File: config.mk
export PLATFORM = sky130hd
export DESIGN_NAME = accum_window_looper
export DESIGN_NICKNAME = d
export VERILOG_FILES = /design/src/rtl/accum_window_looper_pkg.sv /design/src/rtl/accum_window_looper_nd_window_counter.sv /design/src/rtl/accum_window_looper.sv
export SDC_FILE = /design/constraint.sdc
export NUM_CORES = 1
export LEC_CHECK = 0
export CORE_MARGIN = 5
export CORE_UTILIZATION = 37
export DETAILED_ROUTE_END_ITERATION = 6
export GPL_ROUTABILITY_DRIVEN = 0
export GPL_TIMING_DRIVEN = 1
export PLACE_DENSITY = 0.65
export SLEW_MARGIN = 0
export SYNTH_ARGS = -nofsm -noshare
export SYNTH_HDL_FRONTEND = slang
export SYNTH_HIERARCHICAL = 1
export SYNTH_SLANG_ARGS = --single-unit
File: constraint.sdc
create_clock -name i_clk -period 7.6 [get_ports i_clk]
set_clock_uncertainty 0.1 [all_clocks]
set_input_delay 1.52 -clock i_clk [delete_from_list [all_inputs] [get_ports i_clk]]
set_output_delay 1.52 -clock i_clk [all_outputs]
set_load 0.03 [all_outputs]
File: src/rtl/accum_window_looper_pkg.sv
// Shared definitions for the accumulation-window looper.
// Contents:
//   BW_DEF    default offset width
//   VDIM_DEF  default number of window dimensions
//   state_e   looper control state (IDLE accepts a block, RUN presents points)
package accum_window_looper_pkg;

    localparam int BW_DEF   = 16;
    localparam int VDIM_DEF = 4;

    typedef enum logic {
        IDLE = 1'b0,
        RUN  = 1'b1
    } state_e;

endpackage

File: src/rtl/accum_window_looper_nd_window_counter.sv
// nd_window_counter: N-dimensional [beg,end) counter with a unit-stride
// carry chain. Dimension N-1 is the fastest; a dimension sitting at end-1
// wraps to its begin value and carries into the next slower dimension.
// Alongside the count it keeps a registered sum = base + count, so the
// owner gets an offset output without an adder stage after the flops.
// Ports:
//   clk, rst_n  clock and asynchronous active-low reset
//   load        capture load_beg/load_end/load_base, count starts at load_beg
//   step        advance the count by one point
//   load_beg    per-dim begin (inclusive)
//   load_end    per-dim end (exclusive)
//   load_base   per-dim base added to the count
//   sum         registered base + current count, truncated to W bits
//   at_last     every dim at end-1; also the carry out of dim 0 on step
module nd_window_counter #(
    parameter int N = 4,
    parameter int W = 16
) (
    input  logic                clk,
    input  logic                rst_n,
    input  logic                load,
    input  logic                step,
    input  logic [N-1:0][W-1:0] load_beg,
    input  logic [N-1:0][W-1:0] load_end,
    input  logic [N-1:0][W-1:0] load_base,
    output logic [N-1:0][W-1:0] sum,
    output logic                at_last
);

    logic [N-1:0][W-1:0] beg_q;
    logic [N-1:0][W-1:0] end_q;
    logic [N-1:0][W-1:0] base_q;
    logic [N-1:0][W-1:0] cur_q;
    logic [N-1:0][W-1:0] nxt;
    logic [N-1:0]        at_end;
    logic [N:0]          carry;

    // carry[d+1] is the carry arriving at dim d; carry[N] is the step itself.
    always_comb begin
        at_end   = '0;
        nxt      = cur_q;
        carry    = '0;
        carry[N] = 1'b1;
        for (int d = N - 1; d >= 0; d--) begin
            at_end[d] = (cur_q[d] == end_q[d] - W'(1));
            if (carry[d+1]) begin
                nxt[d] = at_end[d] ? beg_q[d] : cur_q[d] + W'(1);
            end
            carry[d] = carry[d+1] & at_end[d];
        end
    end

    assign at_last = carry[0];

    always_ff @(posedge clk or negedge rst_n) begin
        if (!rst_n) begin
            beg_q  <= '0;
            end_q  <= '0;
            base_q <= '0;
            cur_q  <= '0;
            sum    <= '0;
        end else if (load) begin
            beg_q  <= load_beg;
            end_q  <= load_end;
            base_q <= load_base;
            cur_q  <= load_beg;
            for (int d = 0; d < N; d++) begin
                sum[d] <= load_base[d] + load_beg[d];
            end
        end else if (step) begin
            cur_q <= nxt;
            for (int d = 0; d < N; d++) begin
                sum[d] <= base_q[d] + nxt[d];
            end
        end
    end

endmodule

File: src/rtl/accum_window_looper.sv
// accum_window_looper: expands one accumulation block (base offset, VDIM-dim
// [aofs_beg,aofs_end) window, cfg id range [beg,end)) into a point stream.
// The cfg id is the outer loop, the window the inner loop (last dim fastest).
// Ports:
//   i_clk, i_rst            clock and asynchronous active-low reset
//   src_rdy/src_ack         block offer / 1-cycle accept pulse (combinational)
//   i_bofs                  block base offset, per dim
//   i_aofs_beg/i_aofs_end   window begin (incl) / end (excl), per dim
//   i_beg/i_end             cfg id range [beg,end)
//   dst_rdy/dst_ack         point valid / point consumed
//   o_id, o_ofs, o_islast   current point: id, bofs+aofs (mod 2^BW), last flag
//   done_dval               1-cycle pulse when the block is finished
//   dbg_state               current control state
// Handshakes: src_ack rises only in IDLE while src_rdy is high and the block
// is taken on that edge. dst_rdy stays high with o_* stable until dst_ack;
// each cycle with dst_rdy && dst_ack consumes exactly one point.
module accum_window_looper
    import accum_window_looper_pkg::*;
#(
    parameter int BW    = BW_DEF,
    parameter int VDIM  = VDIM_DEF,
    parameter int ID_BW = 3
) (
    input  logic                   i_clk,
    input  logic                   i_rst,
    input  logic                   src_rdy,
    output logic                   src_ack,
    input  logic [VDIM-1:0][BW-1:0] i_bofs,
    input  logic [VDIM-1:0][BW-1:0] i_aofs_beg,
    input  logic [VDIM-1:0][BW-1:0] i_aofs_end,
    input  logic [ID_BW-1:0]       i_beg,
    input  logic [ID_BW-1:0]       i_end,
    output logic                   dst_rdy,
    input  logic                   dst_ack,
    output logic [ID_BW-1:0]       o_id,
    output logic [VDIM-1:0][BW-1:0] o_ofs,
    output logic                   o_islast,
    output logic                   done_dval,
    output state_e                 dbg_state
);

    state_e state_q;
    state_e state_d;

    logic              blk_empty;
    logic              accept;
    logic              advance;
    logic              win_last;
    logic              id_last;
    logic [0:0][ID_BW-1:0] id_sum;

    // An empty id range or any empty window dim yields no points at all.
    always_comb begin
        blk_empty = (i_beg >= i_end);
        for (int d = 0; d < VDIM; d++) begin
            if (i_aofs_beg[d] >= i_aofs_end[d]) begin
                blk_empty = 1'b1;
            end
        end
    end

    nd_window_counter #(
        .N (VDIM),
        .W (BW)
    ) u_win (
        .clk       (i_clk),
        .rst_n     (i_rst),
        .load      (accept),
        .step      (advance),
        .load_beg  (i_aofs_beg),
        .load_end  (i_aofs_end),
        .load_base (i_bofs),
        .sum       (o_ofs),
        .at_last   (win_last)
    );

    // Id loop: one dimension, zero base, steps only on window carry-out.
    nd_window_counter #(
        .N (1),
        .W (ID_BW)
    ) u_id (
        .clk       (i_clk),
        .rst_n     (i_rst),
        .load      (accept),
        .step      (advance & win_last),
        .load_beg  (i_beg),
        .load_end  (i_end),
        .load_base ('0),
        .sum       (id_sum),
        .at_last   (id_last)
    );

    assign o_id      = id_sum[0];
    assign o_islast  = (state_q == RUN) & win_last & id_last;
    assign dbg_state = state_q;

    always_ff @(posedge i_clk or negedge i_rst) begin
        if (!i_rst) begin
            state_q <= IDLE;
        end else begin
            state_q <= state_d;
        end
    end

    always_comb begin
        state_d   = state_q;
        src_ack   = 1'b0;
        dst_rdy   = 1'b0;
        done_dval = 1'b0;
        accept    = 1'b0;
        advance   = 1'b0;
        case (state_q)
            IDLE: begin
                if (src_rdy) begin
                    src_ack = 1'b1;
                    if (blk_empty) begin
                        done_dval = 1'b1;
                    end else begin
                        accept  = 1'b1;
                        state_d = RUN;
                    end
                end
            end
            RUN: begin
                dst_rdy = 1'b1;
                if (dst_ack) begin
                    advance = 1'b1;
                    if (o_islast) begin
                        done_dval = 1'b1;
                        state_d   = IDLE;
                    end
                end
            end
            default: state_d = IDLE;
        endcase
    end

endmodule

After elaboration in Yosys (flattened, before gate mapping)
Cells that the tools add are included.

Register bits after elaboration: 330. Input port bits: 202. Output and inout bits: 72. Logic and storage cells: 95.

Add/sub/neg operators: 18. Magnitude comparators: 5. Equality and inequality tests: 5. Mux-type cells: 34. Bitwise gates (word level): 7. Reduce and logical (&&, ||, !) cells: 2.

Operators with widths (count): $mux W64 (4); $add A16 B16 Y16 (8); $mux W16 (7); $add A16 B1 Y16 const B (4); $eq A16 B16 Y1 (4); $ge A16 B16 Y1 (4); $sub A16 B1 Y16 const B (4); $mux W1 (18); $mux W3 (3); $and A1 B1 Y1 (6); $pmux W1 S2 (2); $reduce_bool A2 Y1 (2); $add A3 B1 Y3 const B (1); $eq A3 B3 Y1 (1); $ge A3 B3 Y1 (1); $sub A3 B1 Y3 const B (1); $not A1 Y1 (1).

Depth between registers and ports, before layout
Gate-level depths: netlist of the first run.

Depth after elaboration: 10. Depth in mapped cells: 26. Mapped depth without buffers: 23.

Modules after synthesis
Netlist of the first run, hierarchy kept.

Modules (own cells, without submodules): nd_window_counter (u_win) (times used 1, cells each 2515, area each 22665.5 um2, sequential area each 8007.7 um2); accum_window_looper (times used 1, cells each 238, area each 1739.2 um2, sequential area each 25.0 um2); nd_window_counter (u_id) (times used 1, cells each 94, area each 919.6 um2, sequential area each 375.4 um2).

Least setup slack after synthesis of the first run
Ideal clock, no wire load.

Path type: register -> register. Start point: reg u_win/end_q[32] (netlist name). End point: reg u_win/sum[47] (netlist name). Setup time: 0.138 ns. Arrival time: 5.257 ns. Data required time: 7.362 ns. Setup slack: 2.105 ns. Stages on the path, launching flop included: 23. Buffers on the path: 2. Clock period less this slack: 5.495 ns. Cell sequence: dfrtp_1 inv_1 ha_1 nor3b_1 and2_1 nand3_1 a2111oi_0 nand4_1 clkbuf_1 buf_1 a21oi_1 o21ai_0 ha_1 a21o_1 a21o_1 a2111oi_0 nor3_1 a2111oi_0 o31ai_1 a31oi_1 nor2_1 mux2i_1 o211ai_1.

Cells in the longest elaborated chain, start to end: 7.

Ends and longest elaborated chain: start, declared (line accum_window_looper_nd_window_counter.sv:31) `logic [N-1:0][W-1:0] end_q;`; start signal, assigned (line accum_window_looper_nd_window_counter.sv:64) `end_q <= load_end;`; $sub A16 B1 Y16 (line accum_window_looper_nd_window_counter.sv:45) `at_end[d] = (cur_q[d] == end_q[d] - W'(1));`; $eq A16 B16 Y1 (line accum_window_looper_nd_window_counter.sv:45); $mux W16 (line accum_window_looper_nd_window_counter.sv:47) `nxt[d] = at_end[d] ? beg_q[d] : cur_q[d] + W'(1);`; $mux W16 (line accum_window_looper_nd_window_counter.sv:46) `if (carry[d+1]) begin`; $add A16 B16 Y16 (line accum_window_looper_nd_window_counter.sv:73) `sum[d] <= base_q[d] + nxt[d];`; $mux W64 (line accum_window_looper_nd_window_counter.sv:70) `end else if (step) begin`; $mux W64 (line accum_window_looper_nd_window_counter.sv:62) `end else if (load) begin`; end signal, assigned by index (line accum_window_looper_nd_window_counter.sv:68) `sum[d] <= load_base[d] + load_beg[d];`; end signal, assigned by index (line accum_window_looper_nd_window_counter.sv:73); end, declared (line accum_window_looper_nd_window_counter.sv:26) `output logic [N-1:0][W-1:0] sum,`.

No other way between the ends. The select of a mux whose other input is x is not followed. A chain may end at the register's enable or synchronous reset.

Worst setup path after layout of the first run
Start point: in i_aofs_beg[15] (netlist name). End point: out done_dval.

Cells in the longest elaborated chain, start to end: 8.

Ends and longest elaborated chain: start, declared (line accum_window_looper.sv:29) `input logic [VDIM-1:0][BW-1:0] i_aofs_beg,`; $ge A16 B16 Y1 (line accum_window_looper.sv:56) `if (i_aofs_beg[d] >= i_aofs_end[d]) begin`; $mux W1 (4 in series) (line accum_window_looper.sv:56); $mux W1 (line accum_window_looper.sv:116) `if (blk_empty) begin`; $mux W1 (line accum_window_looper.sv:114) `if (src_rdy) begin`; $pmux W1 S2 (line accum_window_looper.sv:112) `case (state_q)`; end, declared (line accum_window_looper.sv:38) `output logic done_dval,`.

No other way between the ends.

==> flow_metrics.tcl, run 1 <==
set metrics [dict create \
    post-route-util 0.449 \
    cap_violations 0 \
    io_pins 274 \
    htree_levels 2 \
    cts.sinks 336 \
    coreArea_mm2 0.0682 \
    slowest_delay_ps 860 \
    r2r_start "u_win/end_q[48]" \
    die_y_um 272 \
    cts_setup_buffers 0 \
    setup_tns_ps 0 \
    cp-end-kind "output port" \
    io_buffer_count 273 \
    ys_ff_latch 336 \
    crit_type "input port to output port" \
    power.density_mw_per_mm2 380 \
    grt_overflow 0 \
    finalNetCount 3489 \
    drtAntennaViolNets 0 \
    cpLargestDelayFamily "simple AND/OR/NAND/NOR gates" \
    yosysSeqAreaShare 0.332 \
    startpoint_type "input port" \
    ys_warn_count 6 \
    rows 96 \
    max_slew_margin 0.274 \
    die_area_mm2 0.0738 \
    drc 0 \
    crit_buf_inv 2 \
    clk_pin_slew_ps 60 \
    outcome "finished, final reports clean" \
    cts_resized 0 \
    slowest_stage "nor3_1" \
    cts_tree "yes" \
    min_period_over_period 0.950 \
    max_freq_ghz 0.139 \
    grt_pass1_wl_um 124000 \
    finalSetupViolCount 0 \
    worstPathCellList "clkdlybuf4s50_1 > ha_1 > nand4_1 > nor3_1 > a22oi_1 > nand4_1 > and4bb_1 > o21ai_0 > clkdlybuf4s50_1" \
    crit_fanout 3 \
    diodes 0 \
    yosysTopAreaCell "dfrtp_1" \
    synth-main-ff-cell "dfrtp_1" \
    layout_setup_ws_ps 383 \
    dpl_worst_slack_ps 334 \
    layoutNonFillerInstCount 3992 \
    fillers 6627 \
    final-hold-violation-count 0 \
    slew_viol_final 0 \
    drive_above_1_share 0.0904 \
    postSynthCellCount 2847 \
    grt_use_total 0.211 \
    synth_cell_types 107 \
    worst-path-stages 9 \
    initial_core_util 0.371 \
    reg2reg_to "u_win/sum[63]" \
    hpwl_um 61400 \
    grt_pass1_vias 21300 \
    synth_area_per_cell_um2 8.90 \
    die_w_um 272 \
    cts_inserted_buffers 43 \
    vias 21700 \
    grt_antenna_before_repair 3 \
    clock_latency_ps 570 \
    crit_start "i_aofs_beg[15]" \
    rsz0062_at_grt "false" \
    worstPathRequired_ps 5980 \
    clockBufferDepth 3 \
    peakVddDrop_v 0.000156 \
    reg2reg_slack_ps 890 \
    min_period_ps 7220 \
    synth-edff-count 0 \
    place_inst 3914 \
    wl_per_cell_um 20.1 \
    endpoint "done_dval" \
    cts_hold_buf 0 \
    grt_max_degree 129 \
    vias_per_cell 5.45 \
    arrival_ps 5600 \
    total_leakage_power_nw 13.5 \
    syn2layout_area_growth_pct 20.8 \
    synth_top_area_frac 0.332 \
    ys_async_sr_fraction 1.00 \
    hold_path.class "flip-flop to flip-flop" \
    synth_common_cells "dfrtp_1, o21ai_0, nand2_1" \
    root_buffer "clkbuf_16" \
    drt_iter0_drc 1610 \
    reg2reg_depth 20 \
    tightest_slew_ps 1080 \
    synth_area_leaders "dfrtp_1, ha_1, mux2_2, o21ai_0, xnor2_1" \
    drt_wl_total_um 80200 \
    power_w 0.0116 \
    first_pass_iters 6 \
    yosysMostFrequentCell "dfrtp_1" \
    syn_area_mm2 0.0253 \
]
[cells by family after synthesis]
kind of cell / count (synthesis) / synth area share
simple gates: 777 / 0.155
compound gates: 739 / 0.182
buf+inv: 343 / 0.0532
flops: 336 / 0.332
mux: 236 / 0.0994
fa+ha+maj: 210 / 0.107
xor+xnor: 205 / 0.0715
other cells: 1 / 0.000148
[metrics by stage]
step | hold slack (ps) | area (um2)
final | 405 | 30600
after global routing | 433 | 30600
after CTS | 409 | 30600
after detailed placement | 393 | 29000
after global placement | 389 | 29000
after floorplan | 387 | 25300
[tightest hold or removal path: stages, from the launching register on]
cell	delay, ps
dfrtp_1	350
a22oi_1	60
o21ai_0	60
[sequential cells by signal, summed over array words and instances (netlist names)]
register      flops
u_id/sum          3
u_id/beg_q        3
u_id/end_q        3
dbg_state         1
u_id/base_q       3
u_win/base_q     64
u_id/cur_q        3
u_win/sum        64
u_win/beg_q      64
u_win/end_q      64
u_win/cur_q      64
[power by group]
group / total [W] / switching, W / leakage [nW] / internal [W]
Combinational: 0.00567 / 0.00308 / 8.58 / 0.00260
Sequential: 0.00360 / 0.000962 / 4.10 / 0.00264
Clock: 0.00236 / 0.000839 / 0.783 / 0.00152
Total: 0.0116 / 0.00488 / 13.5 / 0.00675
[routing by layer]
metal  GRT usage  wire length, um
met1       0.296            37400
met4      0.0548             2010
met3      0.0328             4230
met5           0                0
met2       0.340            36500
[cell usage in the layout, fill, tap and decap left out, drive strengths merged, types with 113 or more instances in the layout]
| master | netlist | layout |
|---|---|---|
| xnor2 | 139 | 139 |
| inv | 215 | 216 |
| mux2i | 113 | 113 |
| a21oi | 181 | 181 |
| o21ai | 265 | 265 |
| mux2 | 123 | 123 |
| ha | 200 | 200 |
| clkdlybuf4s50 | 0 | 272 |
| dfrtp | 336 | 336 |
| nor2 | 151 | 151 |
| nand2 | 243 | 243 |
[cell type report]
type | instances | area, um2 | share of cell area
inverter | 215 | 807 | 0.0264
timing repair buffer | 308 | 3050 | 0.0997
clock inverter | 21 | 399 | 0.0130
clock buffer | 57 | 1240 | 0.0406
sequential | 336 | 8410 | 0.275
multi-input combinational | 2173 | 15600 | 0.510
tap | 882 | 1100 | 0.0361
[worst min-delay path by stage]
| stage | start | endpoint | slack (ps) | depth (start not counted) |
|---|---|---|---|---|
| after floorplan | u_id/base_q[0] | u_id/base_q[0] | 390 | 1 |
| after global placement | u_win/sum[47] | u_win/sum[47] | 390 | 2 |
| after detailed placement | u_win/sum[47] | u_win/sum[47] | 390 | 2 |
| after CTS | u_win/sum[47] | u_win/sum[47] | 410 | 2 |
| after global routing | u_id/base_q[0] | u_id/base_q[0] | 430 | 1 |
| final | u_id/sum[2] | u_id/sum[2] | 410 | 2 |
Note: power is estimated with default switching activity, not from simulation.
==> run 2: changes to the inputs <==
CORE_MARGIN = 2   (was 5)
==> run 2 against run 1 <==
  * Register-to-register slack improved by 120 ps
  * Final cell count is 0.35% lower
  * Critical path depth unchanged
  * Critical endpoint unchanged
  * Highest routed layer is now met5
==> flow_metrics.tcl, run 2 (synthesized netlist as in run 1, its figures left out) <==
set metrics [dict create \
    grt_pass1_vias 21300 \
    clk_pin_slew_ps 50 \
    worstPathRequired_ps 5980 \
    die_y_um 266 \
    first_pass_iters 5 \
    rsz0062_at_grt "false" \
    clock_latency_ps 570 \
    finalSetupViolCount 0 \
    post-route-util 0.451 \
    die_w_um 266 \
    crit_buf_inv 2 \
    grt_use_total 0.225 \
    coreArea_mm2 0.0675 \
    min_period_ps 6950 \
    grt_max_degree 174 \
    min_period_over_period 0.914 \
    vias_per_cell 5.53 \
    max_slew_margin 0.237 \
    cts.sinks 336 \
    slew_viol_final 0 \
    layout.cells.most_common "dfrtp_1" \
    grt_overflow 0 \
    startpoint_type "input port" \
    hpwl_um 60800 \
    clockBufferDepth 3 \
    cpLargestDelayFamily "simple AND/OR/NAND/NOR gates" \
    use_met1 0.306 \
    slowest_delay_ps 630 \
    setup_tns_ps 0 \
    htree_levels 2 \
    cts_inserted_buffers 43 \
    cap_violations 0 \
    use_met2 0.364 \
    drt_wl_total_um 80500 \
    max_freq_ghz 0.144 \
    diodes 0 \
    hold_path.class "flip-flop to flip-flop" \
    fillers 6587 \
    rows 95 \
    syn2layout_area_growth_pct 20.1 \
    cp-end-kind "output port" \
    root_buffer "clkbuf_16" \
    cts_hold_buf 0 \
    initial_core_util 0.375 \
    arrival_ps 5330 \
    outcome "finished, final reports clean" \
    cts_tree "yes" \
    crit_fanout 3 \
    crit_type "input port to output port" \
    final-hold-violation-count 0 \
    die_area_mm2 0.0706 \
    grt_pass1_wl_um 124000 \
    seqCellArea_mm2 0.00841 \
    io_buffer_count 273 \
    cts_resized 0 \
    tightest_slew_ps 1130 \
    drc 0 \
    peakVddDrop_v 0.000198 \
    multi_input_area_mm2 0.0156 \
    critical_path.most_common_cell "clkdlybuf4s50_1" \
    slowest_stage "nor4_1" \
    grt_use_met3 0.0385 \
    io_pins 274 \
    drt_iter0_drc 1567 \
    vias 22000 \
    grt_antenna_before_repair 2 \
    power.density_mw_per_mm2 377 \
    worstPathCellList "clkdlybuf4s50_1 > ha_1 > a21oi_1 > o22ai_1 > nor4_1 > nand4_1 > and4bb_1 > o21ai_0 > clkdlybuf4s50_1" \
    finalNetCount 3487 \
    layout_common_cells "dfrtp_1, clkdlybuf4s50_1, o21ai_0" \
    drive_above_1_share 0.0886 \
    busiest_layer "met2" \
    wl_per_cell_um 20.2 \
    total_leakage_power_nw 13.4 \
    cts_setup_buffers 0 \
    drtAntennaViolNets 0 \
]
## run 2: cell count changes in the layout (fill, tap and decap cells not counted)
cell,delta
bufinv_16,-4
clkinvlp_4,-4
clkinv_2,+3
clkbuf_16,-2
buf_12,-1
buf_4,-1
clkbuf_1,+1
clkbuf_8,+1
clkinv_4,+1
inv_8,+1
## run 2: layout make-up
cell class	count	share of cell area
tap	873	0.0359
multi-input combinational	2173	0.513
clock inverter	18	0.00934
clock buffer	57	0.0397
timing repair buffer	306	0.0994
inverter	215	0.0265
sequential	336	0.276
## run 2: metrics by stage
| stage | setup WS [ps] | cell area [um2] | hold WS [ps] | power, W | cells |
|---|---|---|---|---|---|
| floorplan | 2110 | 25300 | 387 | 0.00746 | 2852 |
| CTS | 409 | 30400 | 408 | 0.0115 | 3978 |
| detailed placement | 419 | 28900 | 395 | 0.00923 | 3903 |
| finish | 653 | 30400 | 399 | 0.0115 | 3978 |
| global placement | 390 | 28900 | 383 | 0.00917 | 3903 |
| global route | 488 | 30400 | 430 | 0.0123 | 3978 |
## run 2: power by group
part	total, W	switching (W)	internal, W	leakage, nW
Combinational	0.00567	0.00308	0.00259	8.56
Clock	0.00220	0.000846	0.00135	0.732
Sequential	0.00360	0.000961	0.00264	4.10
## run 2: metal layers
metal	vias to the layer above	share of wire
li1	10600	-
met1	10600	0.46
met2	615	0.45
met3	118	0.059
met4	2	0.031
met5	-	0.00012
## run 2: final timing paths
| check | from | endpoint | slack (ps) | cells past startpoint |
|---|---|---|---|---|
| worst max-delay path | i_aofs_beg[59] | done_dval | 650 | 9 |
| min in group asynchronous | i_rst | u_win/base_q[50] | 860 | 1 |
| worst max register to register | u_win/end_q[34] | u_win/sum[47] | 1010 | 21 |
| max in group asynchronous | i_rst | u_win/beg_q[16] | 5100 | 2 |
| worst min-delay path | u_win/sum[47] | u_win/sum[47] | 400 | 2 |
| worst min register to register | u_win/sum[47] | u_win/sum[47] | 400 | 2 |
## run 2: worst register-to-register path, stage by stage, from the launching register on
cell and delay [ps]:
dfrtp_1 490, nor4_4 550, o311ai_1 200, a311o_1 420, a2111oi_0 410, nand4_1 380
buf_4 330, nor2_1 100, a21oi_1 40, o21ai_0 350, ha_1 310, a21o_1 180
a21o_1 200, a2111oi_0 780, nor3_1 230, a2111oi_0 480, buf_4 200, o31ai_1 100
a31oi_1 270, nor2_1 70, mux2i_1 140, o211ai_1 100
